`src/rtl/stopwatch_ctrl.sv`:
```
// Stopwatch control: input conditioning, 1 Hz / 2 Hz tick generation, RUN/PAUSE/ADJ/CLEAR
// mode FSM, adjust-field blink phase and display digit scan.
module stopwatch_ctrl #(
  parameter int TICK_DIV    = 100000000,
  parameter int DB_CYCLES   = 1000000,
  parameter int REFRESH_DIV = 200000
) (
  input  logic       clk,
  input  logic       rst,
  input  logic       btn_pause,
  input  logic       btn_clr,
  input  logic       sw_adj,
  input  logic       sw_sel,
  output logic       tick_en,
  output logic       cnt_clr,
  output logic       adj_mode,
  output logic       sel_field,
  output logic       blink,
  output logic [1:0] digit_idx,
  output logic [1:0] state
);

  typedef enum logic [1:0] {
    ST_RUN   = 2'b00,
    ST_PAUSE = 2'b01,
    ST_ADJ   = 2'b10,
    ST_CLEAR = 2'b11
  } state_t;

  localparam int TW = (TICK_DIV > 1) ? $clog2(TICK_DIV) : 1;
  localparam int DW = (DB_CYCLES > 1) ? $clog2(DB_CYCLES) : 1;
  localparam int RW = (REFRESH_DIV > 1) ? $clog2(REFRESH_DIV) : 1;

  localparam logic [TW-1:0] TICK_LAST = TW'(TICK_DIV - 1);
  localparam logic [TW-1:0] TICK_HALF = TW'(TICK_DIV / 2 - 1);
  localparam logic [DW-1:0] DB_LAST   = DW'(DB_CYCLES - 1);
  localparam logic [RW-1:0] REF_LAST  = RW'(REFRESH_DIV - 1);

  // Synchronizer bit map: 0 = pause, 1 = clear, 2 = adjust, 3 = field select.
  logic [3:0] sync_a, sync_b;

  // NOTE: every clocked block uses non-blocking assignments so all flops sample
  // the pre-edge values of each other, independent of block evaluation order.
  always_ff @(posedge clk or posedge rst) begin
    if (rst) begin
      sync_a <= '0;
      sync_b <= '0;
    end else begin
      sync_a <= {sw_sel, sw_adj, btn_clr, btn_pause};
      sync_b <= sync_a;
    end
  end

  assign sel_field = sync_b[3];

  // Button debouncers: index 0 = pause, 1 = clear.
  logic [DW-1:0] db_cnt [2];
  logic [1:0]    db_lvl;
  logic [1:0]    press;

  // NOTE: db_cnt is a two-entry register array, not a RAM, so it is reset with
  // everything else; a pending debounce must not survive rst.
  always_ff @(posedge clk or posedge rst) begin
    if (rst) begin
      for (int i = 0; i < 2; i++) db_cnt[i] <= '0;
      db_lvl <= '0;
      press  <= '0;
    end else begin
      for (int i = 0; i < 2; i++) begin
        press[i] <= 1'b0;
        if (sync_b[i] != db_lvl[i]) begin
          if (db_cnt[i] == DB_LAST) begin
            db_cnt[i] <= '0;
            db_lvl[i] <= sync_b[i];
            press[i]  <= sync_b[i];
          end else begin
            db_cnt[i] <= db_cnt[i] + DW'(1);
          end
        end else begin
          db_cnt[i] <= '0;
        end
      end
    end
  end

  logic pause_press, clr_press, adj_lvl;
  assign pause_press = press[0];
  assign clr_press   = press[1];
  assign adj_lvl     = sync_b[2];

  // Free-running tick divider; its phase is never disturbed by mode changes.
  logic [TW-1:0] div;
  logic          tick_1hz, tick_2hz;

  always_ff @(posedge clk or posedge rst) begin
    if (rst) div <= '0;
    else     div <= (div == TICK_LAST) ? '0 : div + TW'(1);
  end

  assign tick_1hz = (div == TICK_LAST);
  assign tick_2hz = tick_1hz | (div == TICK_HALF);

  state_t st;
  assign state = st;

  always_ff @(posedge clk or posedge rst) begin
    if (rst) begin
      st       <= ST_RUN;
      tick_en  <= 1'b0;
      cnt_clr  <= 1'b0;
      adj_mode <= 1'b0;
      blink    <= 1'b1;
    end else begin
      // A clear about to happen suppresses the tick so the strobes never overlap.
      tick_en <= !clr_press && ((st == ST_RUN && tick_1hz) || (st == ST_ADJ && tick_2hz));
      cnt_clr <= clr_press;
      blink   <= (st == ST_ADJ) ? (blink ^ tick_2hz) : 1'b1;

      if (clr_press) begin
        st       <= ST_CLEAR;
        adj_mode <= 1'b0;
      end else begin
        case (st)
          ST_CLEAR: begin
            st       <= adj_lvl ? ST_ADJ : ST_RUN;
            adj_mode <= adj_lvl;
          end
          ST_RUN, ST_PAUSE: begin
            if (adj_lvl) begin
              st       <= ST_ADJ;
              adj_mode <= 1'b1;
            end else if (pause_press) begin
              st <= (st == ST_RUN) ? ST_PAUSE : ST_RUN;
            end
          end
          ST_ADJ: begin
            if (!adj_lvl) begin
              st       <= ST_RUN;
              adj_mode <= 1'b0;
            end
          end
          default: begin
            st       <= ST_RUN;
            adj_mode <= 1'b0;
          end
        endcase
      end
    end
  end

  // Digit scan runs in every state so the display never freezes.
  logic [RW-1:0] ref_cnt;

  always_ff @(posedge clk or posedge rst) begin
    if (rst) begin
      ref_cnt   <= '0;
      digit_idx <= '0;
    end else if (ref_cnt == REF_LAST) begin
      ref_cnt   <= '0;
      digit_idx <= digit_idx + 2'd1;
    end else begin
      ref_cnt <= ref_cnt + RW'(1);
    end
  end

endmodule

```
`config.mk`:
```
export PLATFORM = sky130hd
export DESIGN_NAME = stopwatch_ctrl
export DESIGN_NICKNAME = d
export VERILOG_FILES = /design/src/rtl/stopwatch_ctrl.sv
export SDC_FILE = /design/constraint.sdc
export NUM_CORES = 1
export LEC_CHECK = 0
export ABC_AREA = 1
export CAP_MARGIN = 20
export CORE_ASPECT_RATIO = 1.1
export CORE_MARGIN = 4
export CORE_UTILIZATION = 55
export CTS_BUF_LIST = sky130_fd_sc_hd__clkbuf_16
export CTS_CLUSTER_SIZE = 14
export DETAILED_ROUTE_END_ITERATION = 6
export PLACE_DENSITY = 0.72
export SLEW_MARGIN = 15
export SYNTH_ARGS = -nofsm -noshare
export SYNTH_HDL_FRONTEND = slang
export SYNTH_SLANG_ARGS = --single-unit
```
`constraint.sdc`:
```
create_clock -name clk -period 3.55 [get_ports clk]
set_input_delay 0.355 -clock clk [delete_from_list [all_inputs] [get_ports clk]]
set_output_delay 0.355 -clock clk [all_outputs]
set_load 0.1 [all_outputs]
```
Yosys cells after proc, flatten, opt, wreduce, memory -nomap -nowiden. Cells that the tools add are included.

Bitwise gates (word level): 2. Multiplexer cells: 22. $add $sub $neg: 5. Eq/ne operators: 13. Reduce and logical (&&, ||, !) cells: 11.

Operators by type and width (number): 20-bit 2-to-1 mux (4); 20-bit by 1-bit adder with 20-bit output, second input constant (2); 20-bit equality test, second input constant (2); 27-bit by 1-bit adder with 27-bit output, second input constant (1); 27-bit by 26-bit equality test with 1-bit output, second input constant (1); 27-bit equality test, second input constant (1); 27-bit 2-to-1 mux (1); 18-bit by 1-bit adder with 18-bit output, second input constant (1); 18-bit equality test, second input constant (1); 18-bit 2-to-1 mux (1); 2-bit 2-to-1 mux (5); 1-bit 2-to-1 mux (9); 2-bit AND reduction (4); 3-bit inequality test, second input constant (2); 2-bit case mux with 3 select lines (1); 2-bit equality test, second input constant (2); 4-bit inequality test, second input constant (1); 1-bit logical AND (3); 1-bit case mux with 3 select lines (1); 2-bit by 1-bit adder with 2-bit output, second input constant (1); 2-bit by 1-bit equality test with 1-bit output, second input constant (1); 2-bit logical NOT (1); 1-bit inequality test (2); 2-bit OR reduction (1); other kinds (4) (4).

Word-level logic and storage cells: 68. Register bits after elaboration: 105. Output and inout port bits: 9.

Logic depth before layout (Yosys ltp). Gate-level depths: netlist of the first run.

Depth in word-level cells: 6. Depth in mapped cells: 9. Gate-level depth less buffers: 9.

Least setup slack after synthesis of the first run. OpenSTA, ideal clock, no wires.

Path type: reg2reg. Start: reg st[1], in the netlist state[1]. End: reg st[0], in the netlist state[0]. Required time: 3.467 ns. Stages on the path, launching flop included: 7. Setup time: 0.083 ns. Setup slack: 1.776 ns. Period minus slack after synthesis: 1.774 ns. Buffers on the path: 0. Data arrival time: 1.692 ns. Cells stage by stage: dfrtp_1 > inv_1 > o21ai_0 > nand3_1 > a21oi_1 > nand2_1 > o21ai_0.

Cells in the longest elaborated chain, start to end: 6. Elaborated cells on any way between the ends: 13. Classes of those cells: eq/ne (5); mux (5); reduce/logical (3).

Ends and longest elaborated chain: start, declared (RTL line 103) `state_t st;`; start signal, assigned (RTL line 125) `st <= adj_lvl ? ST_ADJ : ST_RUN;`; start signal, assigned (RTL line 133) `st <= (st == ST_RUN) ? ST_PAUSE : ST_RUN;`; 2-bit logical NOT (RTL line 123, 133); 1-bit 2-to-1 mux (RTL line 133); 2-bit 2-to-1 mux (RTL line 132) `end else if (pause_press) begin`; 2-bit 2-to-1 mux (RTL line 129) `if (adj_lvl) begin`; 2-bit case mux with 3 select lines (RTL line 123) `case (st)`; 2-bit 2-to-1 mux (RTL line 119) `if (clr_press) begin`.

Parallel ways exist; a longest one is shown, timed or not. The select of a mux whose other input is x is not followed. A chain may end at the register's enable or synchronous reset.

Final worst setup path of the first run.
Start: reg blink. End: out blink.

RTL lines: start, declared (RTL line 18) `output logic blink,`; start signal, assigned (RTL line 117) `blink <= (st == ST_ADJ) ? (blink ^ tick_2hz) : 1'b1;`.

No word-level cell between the ends.

==> results.sh, run 1 <==
export IMPL_grt_use_met3=0.0351
export IMPL_setup_violations=0
export IMPL_die_w_um=103
export IMPL_max_clock_path_buffers=2
export IMPL_grt_pass1_vias=4261
export IMPL_switching_share=0.235
export IMPL_io_pins=15
export IMPL_syn_nets=718
export IMPL_cp_num_cells=1
export IMPL_worstHoldPathType="flop to flop"
export IMPL_p_sw_mw=0.524
export IMPL_ctsResizeCount=0
export IMPL_numCtsBuffers=9
export IMPL_synth_compound_area_frac=0.0320
export IMPL_period_share=0.667
export IMPL_cts_tree="built"
export IMPL_postCtsHoldBufs=0
export IMPL_ff2ff_setup_slack_ns=1.85
export IMPL_p_clk_frac=0.407
export IMPL_post_cts_buffers=0
export IMPL_reg2reg_to="blink"
export IMPL_grt_first_pass_wirelength_um=18800
export IMPL_ys_types=27
export IMPL_timing_critical_path_from="blink"
export IMPL_grt_usage=0.202
export IMPL_cts_root_buf="clkbuf_16"
export IMPL_slew_violations=0
export IMPL_antenna_found_initial=0
export IMPL_instances_no_fill=857
export IMPL_grt_max_degree=55
export IMPL_ys_ff_latch=105
export IMPL_port_buffer_count=14
export IMPL_hold_viol=0
export IMPL_first_iter_violations=190
export IMPL_postPlaceCellArea_um2=5800
export IMPL_synthCells=708
export IMPL_synth_area_per_cell_um2=7.78
export IMPL_fp_coreArea_um2=9840
export IMPL_fp_dieH_um=113
export IMPL_p_per_area_nw_per_um2=368
export IMPL_relSlewSlack=0.349
export IMPL_finalSetupTns_ns=0
export IMPL_cp_endpoint="blink"
export IMPL_cpMaxStageDelayCell="clkdlybuf4s50_1"
export IMPL_drc=0
export IMPL_overflow=0
export IMPL_synth_warnings=0
export IMPL_grtUsageMet2=0.335
export IMPL_via_per_inst=5.21
export IMPL_crit_fanout=3
export IMPL_layout_nets=742
export IMPL_cp_num_buf_inv=1
export IMPL_syn2layout_area_growth_pct=10.2
export IMPL_dp_hpwl_um=8090
export IMPL_r2r_cells=9
export IMPL_synth_seq_area_share=0.478
export IMPL_routed_wl_um=10800
export IMPL_required_ns=3.19
export IMPL_drtPass1Iterations=5
export IMPL_vdd_drop_max_mv=0.222
export IMPL_final_util=0.616
export IMPL_synthMuxAreaShare=0
export IMPL_vias=4464
export IMPL_fmax_mhz=422
export IMPL_cp_top_family="buffers and inverters"
export IMPL_critPathKind="flop to output pin"
export IMPL_skew_ns=0.00793
export IMPL_gr_usage_met1=0.266
export IMPL_final_layout_size_suffix_gt1_frac=0.0692
export IMPL_leakagePower_nw=2.82
export IMPL_cts_htree_levels=3
export IMPL_gp_congestion=0.894
export IMPL_cap_violations=0
export IMPL_rows=38
export IMPL_path_cells="clkdlybuf4s50_1"
export IMPL_slowest_delay_ns=1.13
export IMPL_p_comb_frac=0.048
export IMPL_final_area_um2=6070
export IMPL_seqPwrFrac=0.546
export IMPL_p_int_mw=1.71
export IMPL_busiest_layer="met2"
export IMPL_diodes=0
export IMPL_place_inst=841
export IMPL_rsz0062_at_grt="no"
export IMPL_insertion_delay_ns=0.34
export IMPL_path_clk_slew_ns=0.07
export IMPL_tightest_slew_ns=0.973
export IMPL_r2r_start="div[0]"
export IMPL_netlist_area_um2=5510
export IMPL_clock_sinks=105
export IMPL_yosys_area_share_simple=0.345
export IMPL_synth_xor_area_share=0.0618
export IMPL_wl_per_cell_um=12.7
export IMPL_synth_fa_ha_area_frac=0.00909
export IMPL_crit_arrival_ns=2.01
export IMPL_start_util=0.559
export IMPL_hold_path_cell_count=0
export IMPL_start_kind="flop"
export IMPL_synth_top_family_by_area="simple AND/OR/NAND/NOR gates"
export IMPL_drtAntennaViolNets=0
export IMPL_status="complete, no violations"
export IMPL_dieArea_um2=11700
export IMPL_critPathCaptureType="output pin"
export IMPL_finalWorstPathRequiredPeriod_ns=2.37
per-layer routing:
layer | wire, µm | vias to the layer above
li1 | - | 2261
met1 | 4940 | 2102
met2 | 5380 | 87
met3 | 353 | 14
met4 | 178 | 0
met5 | 0 | -
cells in the final DEF, fill, tap and decap left out, types with 2 or more instances in the layout:
cell type and instances:
nor3_1 29, o21ai_0 11, inv_2 2, and2_1 2, inv_1 101, a21oi_1 21
clkinv_4 2, nand3b_1 2, ha_1 4, nand3_1 65, dfrtp_1 104, nor2_4 7
clkbuf_16 9, nand2_4 2, nor2_1 141, clkdlybuf4s50_1 14, xnor2_1 14, nand2_2 4
nand3_2 7, xor2_1 23, nand4_1 12, nand2_1 140, nor2_2 9
cell type report:
| cell class | count | area [µm²] |
|---|---|---|
| clock inverters | 7 | 46.3 |
| well taps | 120 | 150 |
| flip-flops and latches | 105 | 2630 |
| repair buffers | 15 | 160 |
| multi-input cells | 498 | 2470 |
| inverters | 103 | 389 |
| fillers | 870 | 3770 |
| clock buffers | 9 | 225 |
stage by stage:
step                setup WS (ns)  total power, mW  hold WS, ns
detailed placement           1.54             1.35        0.339
CTS                          1.17             2.26        0.355
global placement             1.53             1.35        0.333
finish                       1.18             2.23        0.351
floorplan                   0.436             1.32        0.331
global route                 1.15             2.32        0.358
Yosys cell counts:
cell type	n	area share
nand4_1	12	0.014
nor3b_1	1	0.0014
dfstp_2	1	0.0048
o21ai_2	1	0.0016
buf_6	2	0.0041
and2_1	2	0.0023
nor2_4	7	0.014
nor2_1	141	0.096
dfrtp_1	104	0.47
nand3_2	7	0.013
a211oi_1	1	0.0014
xor2_2	1	0.0030
xnor2_1	14	0.022
nand2_2	4	0.0045
nand2_4	2	0.0041
inv_1	101	0.069
o21ai_0	11	0.010
nand3_1	65	0.059
nor2_2	9	0.010
nand4_2	1	0.0023
nor3_1	29	0.026
nand3b_1	2	0.0027
xor2_1	23	0.037
nand2_1	140	0.095
a21oi_1	21	0.019
ha_1	4	0.0091
inv_2	2	0.0014
state kept, by name, summed over array words and instances (netlist names), 2 cells and up:
register	flops
db_cnt	40
db_lvl	2
digit_idx	2
div	27
press	2
ref_cnt	18
state	2
sync_a	4
sync_b	4
kinds of logic (layout without fill, tap and decap cells):
kind of cell | count (synthesis) | in the layout
and+or+nand+nor | 422 | 422
DFF | 105 | 105
xor gates and xnor gates | 38 | 38
buffers and inverters | 105 | 134
AOI/OAI and AO/OA | 34 | 34
adders and majority gates | 4 | 4
power by group through the flow:
| stage | clock (mW) | combinational (mW) | sequential (mW) |
|---|---|---|---|
| final | 0.908 | 0.107 | 1.22 |
| after global placement | 0 | 0.108 | 1.24 |
| after CTS | 0.933 | 0.110 | 1.22 |
| after floorplan | 0 | 0.0452 | 1.27 |
| after global routing | 0.982 | 0.119 | 1.22 |
| after detailed placement | 0 | 0.109 | 1.24 |
worst min path at each step:
stage / from / to / slack (ns)
5_1_grt: sync_a[1] / sync_b[1] / 0.36
3_5_place_dp: sync_a[1] / sync_b[1] / 0.34
6_report: sync_a[1] / sync_b[1] / 0.35
3_3_place_gp: sync_a[3] / sync_b[3] / 0.33
4_1_cts: sync_a[1] / sync_b[1] / 0.36
2_1_floorplan: sync_a[0] / sync_b[0] / 0.33
Power figures use the tool's default switching activity.
==> run 2: changes to the inputs <==
Clock period 3.55 ns to 2.3 ns, I/O delays scaled along.
==> run 2 against run 1 <==
  * Clock power grew 54%
  * Die area did not move
  * Power up 54%
  * Cell count grew 0.23%
  * Cell area rose by 0.10%
  * Count of clock-buffer cells in the layout is the same
  * Sequential power up 54%
  * Wire length fell by 1.9%
  * Critical path depth is 7 higher
  * Register-to-register slack worse by 1.2 ns
  * First-iteration DRC count grew 22%
  * Largest cell class unchanged
==> results.sh, run 2 (synthesized netlist as in run 1, its figures left out) <==
export IMPL_dp_hpwl_um=8090
export IMPL_fp_coreArea_um2=9840
export IMPL_instances_no_fill=859
export IMPL_p_per_area_nw_per_um2=568
export IMPL_cts_htree_levels=3
export IMPL_numCtsBuffers=9
export IMPL_rows=38
export IMPL_finalWorstPathRequiredPeriod_ns=1.66
export IMPL_syn2layout_area_growth_pct=10.3
export IMPL_top_register="db_cnt"
export IMPL_drtAntennaViolNets=0
export IMPL_final_layout_size_suffix_gt1_frac=0.0853
export IMPL_cp_common_cell="inv_1"
export IMPL_dieArea_um2=11700
export IMPL_crit_fanout=5
export IMPL_r2r_cells=8
export IMPL_critPathKind="flop to flop"
export IMPL_skew_ns=0.00733
export IMPL_insertion_delay_ns=0.34
export IMPL_grt_max_degree=39
export IMPL_antenna_found_initial=0
export IMPL_cap_violations=0
export IMPL_start_kind="flop"
export IMPL_gp_congestion=0.931
export IMPL_cts_tree="built"
export IMPL_final_common_cell="nor2_1"
export IMPL_path_clk_slew_ns=0.07
export IMPL_max_clock_path_buffers=2
export IMPL_via_per_inst=5.17
export IMPL_cp_num_buf_inv=2
export IMPL_slew_violations=0
export IMPL_path_cells="ha_1 -> nand2_1 -> nor2_2 -> inv_1 -> nor3_1 -> nand3_1 -> inv_1 -> nor2_1"
export IMPL_rsz0062_at_grt="no"
export IMPL_layout_nets=744
export IMPL_final_cell_mix="nor2_1 (141), nand2_1 (140), dfrtp_1 (104), inv_1 (101), nand3_1 (65)"
export IMPL_ctsResizeCount=0
export IMPL_critPathCaptureType="flop"
export IMPL_cp_top_family="simple AND/OR/NAND/NOR gates"
export IMPL_routed_wl_um=10600
export IMPL_port_buffer_count=14
export IMPL_place_inst=843
export IMPL_io_pins=15
export IMPL_finalSetupTns_ns=0
export IMPL_overflow=0
export IMPL_vdd_drop_max_mv=0.274
export IMPL_leakagePower_nw=2.84
export IMPL_first_iter_violations=232
export IMPL_status="complete, no violations"
export IMPL_slowest_delay_ns=0.39
export IMPL_largest_reg_flops=40
export IMPL_clock_sinks=105
export IMPL_grt_pass1_vias=4472
export IMPL_setup_violations=0
export IMPL_period_share=0.723
export IMPL_vias=4443
export IMPL_worstHoldPathType="primary input to asynchronous set/reset pin"
export IMPL_relSlewSlack=0.654
export IMPL_grt_first_pass_wirelength_um=19200
export IMPL_drtPass1Iterations=5
export IMPL_hold_viol=0
export IMPL_wl_per_cell_um=12.4
export IMPL_start_util=0.559
export IMPL_post_cts_buffers=0
export IMPL_fmax_mhz=602
export IMPL_cpMaxStageDelayCell="dfrtp_1"
export IMPL_grt_usage=0.204
export IMPL_fp_dieH_um=113
export IMPL_diodes=0
export IMPL_drc=0
export IMPL_cts_root_buf="clkbuf_16"
export IMPL_postCtsHoldBufs=0
export IMPL_cp_num_cells=8
export IMPL_tightest_slew_ns=0.517
export IMPL_reg_top3="db_cnt x40, div x27, ref_cnt x18"
export IMPL_die_w_um=103
export IMPL_required_ns=2.53
export IMPL_crit_arrival_ns=1.89
==> run 2: cell count changes in the layout (fill, tap and decap cells not counted), sizes merged <==
cell,change
buf,+11
inv,-1
clkinv,-1
clkdlybuf4s50,-9
clkinvlp,+2
==> run 2: layout make-up <==
class / count / area [µm²]
clock inverters: 7 / 46.3
multi-input cells: 498 / 2470
flip-flops and latches: 105 / 2630
well taps: 120 / 150
clock buffers: 9 / 225
repair buffers: 17 / 165
fillers: 867 / 3770
inverters: 103 / 390
==> run 2: routing by layer <==
metal,track usage,vias up,routed length (µm)
li1,-,2259,-
met1,0.263,2084,4770
met2,0.332,78,5260
met3,0.0296,22,333
met4,0.0984,0,273
met5,0,-,0
==> run 2: worst paths after layout <==
check	start	to	slack, ns
max	ref_cnt[0]	ref_cnt[11]	0.64
min	rst	sync_a[3]	0.26
max reg2reg	ref_cnt[0]	ref_cnt[11]	0.64
min reg2reg	sync_a[3]	sync_b[3]	0.35
max in group asynchronous	rst	blink	1.45
min in group clk	sw_sel	sync_a[3]	0.32
==> run 2: stage by stage <==
| step | instance area (µm²) | setup WS (ns) | power, mW | util | hold WS [ns] |
|---|---|---|---|---|---|
| 6_report | 6070 | 0.638 | 3.45 | 0.617 | 0.256 |
| 2_1_floorplan | 5510 | 0.526 | 2.03 | - | 0.261 |
| 3_5_place_dp | 5800 | 0.639 | 2.09 | 0.589 | 0.339 |
| 4_1_cts | 6070 | 0.621 | 3.50 | 0.617 | 0.256 |
| 3_3_place_gp | 5800 | 0.683 | 2.08 | 0.589 | 0.334 |
| 5_1_grt | 6070 | 0.445 | 3.59 | 0.617 | 0.296 |
==> run 2: where the power goes <==
part	internal, mW	switching (mW)	leakage [nW]	total, mW
sequential	1.87	0.0169	1.41	1.88
clock	0.732	0.669	0.133	1.40
combinational	0.0430	0.122	1.31	0.165
total	2.64	0.808	2.84	3.45
